--- config.mk ---
export PLATFORM = sky130hd
export DESIGN_NAME = bin_to_bcd_seq
export DESIGN_NICKNAME = d
export VERILOG_FILES = /design/src/rtl/bin_to_bcd_seq.sv
export SDC_FILE = /design/constraint.sdc
export NUM_CORES = 1
export LEC_CHECK = 0
export CAP_MARGIN = 5
export CORE_MARGIN = 2
export CORE_UTILIZATION = 60
export DETAILED_ROUTE_END_ITERATION = 16
export PLACE_DENSITY = 0.92
export SLEW_MARGIN = 25
export SYNTH_ARGS = -nofsm -noshare
export SYNTH_HDL_FRONTEND = slang
export SYNTH_SLANG_ARGS = --single-unit
--- constraint.sdc ---
create_clock -name clk -period 4.1 [get_ports clk]
set_input_delay 1.23 -clock clk [delete_from_list [all_inputs] [get_ports clk]]
set_output_delay 1.23 -clock clk [all_outputs]
set_load 0.01 [all_outputs]
--- src/rtl/bin_to_bcd_seq.sv ---
// Sequential binary-to-BCD converter (shift-and-add-3, one input bit per clock).
// Optional sign pass-through (sign_in/sign_out) is enabled by defining BCD_SIGN_EN.
module bin_to_bcd_seq #(
  parameter int BIN_W  = 9,
  parameter int DIGITS = 3
) (
  input  logic                  clk,
  input  logic                  rst_n,
  input  logic                  start,
  input  logic [BIN_W-1:0]      bin_in,
`ifdef BCD_SIGN_EN
  input  logic                  sign_in,
  output logic                  sign_out,
`endif
  output logic                  busy,
  output logic                  done,
  output logic [4*DIGITS-1:0]   bcd_out,
  output logic                  ovf
);

  // One spare nibble above the output digits catches carries for overflow detection.
  localparam int SW    = 4*DIGITS + 4;
  localparam int CNT_W = $clog2(BIN_W + 1);

  localparam logic [1:0] IDLE  = 2'd0;
  localparam logic [1:0] SHIFT = 2'd1;
  localparam logic [1:0] FIN   = 2'd2;

  logic [1:0]       state;
  logic [SW-1:0]    scratch;
  logic [SW-1:0]    adj;
  logic [BIN_W-1:0] bin_sr;
  logic [CNT_W-1:0] cnt;
  logic             ovf_sticky;
`ifdef BCD_SIGN_EN
  logic             sign_q;
`endif

  // NOTE: every always_comb output gets a default first so no path leaves it
  // unassigned; otherwise synthesis infers a latch.
  always_comb begin
    adj = scratch;
    for (int d = 0; d < DIGITS + 1; d++) begin
      if (scratch[4*d +: 4] >= 4'd5)
        adj[4*d +: 4] = scratch[4*d +: 4] + 4'd3;
    end
  end

  assign busy = (state != IDLE);

  // NOTE: sequential state uses non-blocking (<=) so every register samples
  // pre-edge values regardless of statement order.
  always_ff @(posedge clk or negedge rst_n) begin
    if (!rst_n) begin
      state      <= IDLE;
      scratch    <= '0;
      bin_sr     <= '0;
      cnt        <= '0;
      ovf_sticky <= 1'b0;
      done       <= 1'b0;
      bcd_out    <= '0;
      ovf        <= 1'b0;
`ifdef BCD_SIGN_EN
      sign_q     <= 1'b0;
      sign_out   <= 1'b0;
`endif
    end else begin
      done <= 1'b0;
      case (state)
        IDLE: begin
          if (start) begin
            bin_sr     <= bin_in;
            scratch    <= '0;
            ovf_sticky <= 1'b0;
            cnt        <= CNT_W'(BIN_W);
`ifdef BCD_SIGN_EN
            sign_q     <= sign_in;
`endif
            state      <= SHIFT;
          end
        end
        SHIFT: begin
          {scratch, bin_sr} <= {adj[SW-2:0], bin_sr, 1'b0};
          // A bit leaving the spare nibble would be lost; remember it.
          ovf_sticky        <= ovf_sticky | adj[SW-1];
          cnt               <= cnt - CNT_W'(1);
          if (cnt == CNT_W'(1))
            state <= FIN;
        end
        FIN: begin
          bcd_out  <= scratch[4*DIGITS-1:0];
          ovf      <= ovf_sticky | (|scratch[SW-1:4*DIGITS]);
          done     <= 1'b1;
`ifdef BCD_SIGN_EN
          sign_out <= sign_q;
`endif
          state    <= IDLE;
        end
        default: state <= IDLE;
      endcase
    end
  end

endmodule

==> impl_metrics.csv <==
group,metric,value,unit
detailed_routing,route.detailed.drc,0,
setup_path,arrival,1.90,ns
detailed_routing,wire_per_inst,15.9,µm
grt,grt_max_degree,47,
floorplanning,start_util,63.3,%
sta,finalCritPeriodShare,76.4,%
clock_tree,cts-root-to-sink-buffers,2,
floorplanning,rows,22,
floorplanning,dieWidth,66.4,µm
clock_tree,tritoncts,"yes",
flow_run,drv_cap,0,
clock_tree,clk_latency,0.30,ns
logic_synthesis,synth-edff-count,0,
sta,hold_slack,0.490,ns
sta,worst_pin_slew,0.985,ns
logic_synthesis,yosysWarnings,0,
setup_path,path_max_fanout,27,
logic_synthesis,syn_nets,252,
grt,grt_pass1_vias,1825,
power,p_leak,1.20,nW
power,power_density,742,nW/µm²
setup_path,path_class,"flop to output pin",
sta,final_hold_viol_count,0,
clock_tree,cts_hold_buf,0,
worst_hold_path,min-delay-start,"bin_sr[1]$_DFFE_PN0P_",
sta,fmax,319,MHz
setup_path,critPathCaptureType,"output pin",
sta,finalSetupViolCount,0,
logic_synthesis,ys_ff_latch,46,
logic_synthesis,avgSynthCellArea,10.2,µm²
layout,layout-drive-gt1-share,5.98,%
place,placed_cells,291,
power,vdd_drop_max,0.314,mV
sta,max_slew_margin,34.3,%
floorplanning,fp.dieH,66.4,µm
status,status,"finished clean",
worst_hold_path,hold_class,"flop to flop",
setup_path,start_kind,"flop",
clock_tree,ctsRootBufferMaster,"clkbuf_8",
logic_synthesis,yosysTopAreaCell,"dfrtp_1",
detailed_routing,first_iter_violations,189,
logic_synthesis,synthTopCellsByArea,"dfrtp_1 49%, ha_1 5.9%, nand2_1 5.1%",
grt,antenna_found_initial,0,
floorplanning,io_pins,27,
clock_tree,htreeDepth,2,
place,dp_hpwl,3100,µm
floorplanning,dieArea,4410,µm²
sta,rsz0062_at_grt,"false",
detailed_routing,vias_per_cell,5.98,
detailed_routing,ant_nets,0,
clock_tree,cts_num_sinks,46,
logic_synthesis,ys_seq_area_share,49.3,%
logic_synthesis,syn_area,2330,µm²
detailed_routing,drtPass1Iterations,4,
grt,grt_pass1_wl,8260,µm
detailed_routing,dr_total_vias,1789,
clock_tree,cts_buffers,5,
sta,fin_setup_tns,0,ns
layout,nFillCells,264,
layout,post_layout_nonfiller_instances,299,
worst_hold_path,min_delay_path_depth,2,
clock_tree,cts_resized,0,
logic_synthesis,synth_cell_types,38,
logic_synthesis,async_flop_share,100,%
logic_synthesis,synthFlopType,"dfrtp_1",
layout,area_growth,14.8,%
setup_path,cp-startpoint,"state[0]$_DFFE_PN0P_",
clock_tree,path_clk_slew,0.08,ns
grt,gr-usage-all-layers,25.3,%
place,port_buffers,26,
logic_synthesis,synthCells,229,
sta,fin_crit,3.13,ns
layout,antenna_cells,0,
sta,skew,0.00918,ns
grt,overflow,0,
floorplanning,core_area,3690,µm²
setup_path,reg2regPathDepth,2,
clock_tree,post_cts_buffers,0,
layout,nNetsFinal,273,
setup_path,r2r_start,"state[0]$_DFFE_PN0P_",
detailed_routing,routed_wl,4770,µm
logic_synthesis,yosysTopAreaCellShare,49.3,%
sta,slew_viol_final,0,
setup_path,critPathRequiredTime,2.87,ns
place,globalplace.congestion,0.883,
[report_power, final]
group          leakage [nW]  internal [mW]  switching [mW]
logic                 0.548          0.397           0.468
clock network        0.0514          0.182           0.154
registers             0.600          0.627           0.161
total                  1.20           1.21           0.784
[layer usage]
layer | vias up | track usage (%) | routed length [µm]
met2 | 54 | 40.4 | 2440
met5 | - | 0 | 0
li1 | 853 | - | -
met1 | 872 | 31.4 | 1990
met3 | 10 | 6.64 | 243
met4 | 0 | 13.0 | 100
[sequential cells by signal, summed over array words and instances, names as in the netlist]
name        flops
done            1
state           2
scratch        16
ovf_sticky      1
bcd_out        12
bin_sr          9
ovf             1
cnt             4
[synthesized netlist by cell type (2+ instances only)]
master,count
o311ai_1,4
o31ai_1,5
inv_1,21
buf_6,3
nor2b_1,5
a21oi_1,9
nand2_1,32
ha_1,11
o21ai_1,13
buf_4,3
nand2b_1,4
nor2_1,2
o21a_1,4
buf_2,5
mux2i_1,2
and3b_1,8
o21ai_0,16
o221ai_1,3
a32o_1,4
o2111ai_1,7
dfrtp_1,46
xnor2_1,4
o32ai_1,3
[cells in the final DEF, fill, tap and decap left out, types with 2 or more instances in the layout]
master and n:
nor2_1 2, clkdlybuf4s50_1 25, inv_1 21, o21ai_0 16, o21a_1 4, nand2b_1 4
o32ai_1 3, clkbuf_8 5, o21ai_1 13, xnor2_1 4, a21oi_1 9, o221ai_1 3
nand2_1 32, mux2i_1 2, nor2b_1 5, o2111ai_1 7, o31ai_1 5, buf_4 2
dfrtp_1 46, a32o_1 4, ha_1 11, and3b_1 8, o311ai_1 4
[cells by family (layout without fill, tap and decap cells)]
| family | Yosys count | after routing | share of synthesized area (%) |
|---|---|---|---|
| fa+ha+maj | 11 | 11 | 5.89 |
| simple gates | 56 | 56 | 12.6 |
| xor+xnor | 4 | 4 | 1.50 |
| buf+inv | 34 | 56 | 7.23 |
| compound gates | 76 | 76 | 22.6 |
| flops | 46 | 46 | 49.3 |
| mux | 2 | 2 | 0.857 |
[final cells by class]
class,count,area [µm²],area share (%)
clock buffer,6,72.6,2.71
clock inverter,2,37.5,1.40
inverter,21,78.8,2.94
multi-input combinational,149,1010,37.9
sequential,46,1150,43.0
tap,48,60.1,2.24
timing repair buffer,27,265,9.90
[critical path, cell delays in order (launching register included)]
cell,delay (ns)
dfrtp_1,0.85
or2_2,0.22
clkdlybuf4s50_1,0.53
[metrics by stage]
stage / worst slack (ns) / power [mW] / utilization (%) / instance area (µm²)
final: 0.969 / 1.99 / 72.7 / 2680
after global routing: 0.831 / 2.15 / 72.7 / 2680
after CTS: 0.971 / 1.99 / 72.6 / 2680
after detailed placement: 1.30 / 1.65 / 69.6 / 2570
after global placement: 1.36 / 1.59 / 69.6 / 2570
after floorplan: 1.79 / 1.41 / - / 2330
[final timing paths]
check | to | slack (ns)
max | busy | 0.97
min | bin_sr[1]$_DFFE_PN0P_ | 0.49
max reg2reg | ovf$_DFFE_PN0P_ | 2.03
min reg2reg | bin_sr[1]$_DFFE_PN0P_ | 0.49
max in group asynchronous | bin_sr[0]$_DFFE_PN0P_ | 2.78
min in group asynchronous | scratch[12]$_DFFE_PN0P_ | 0.91
Power figures use the tool's default switching activity.
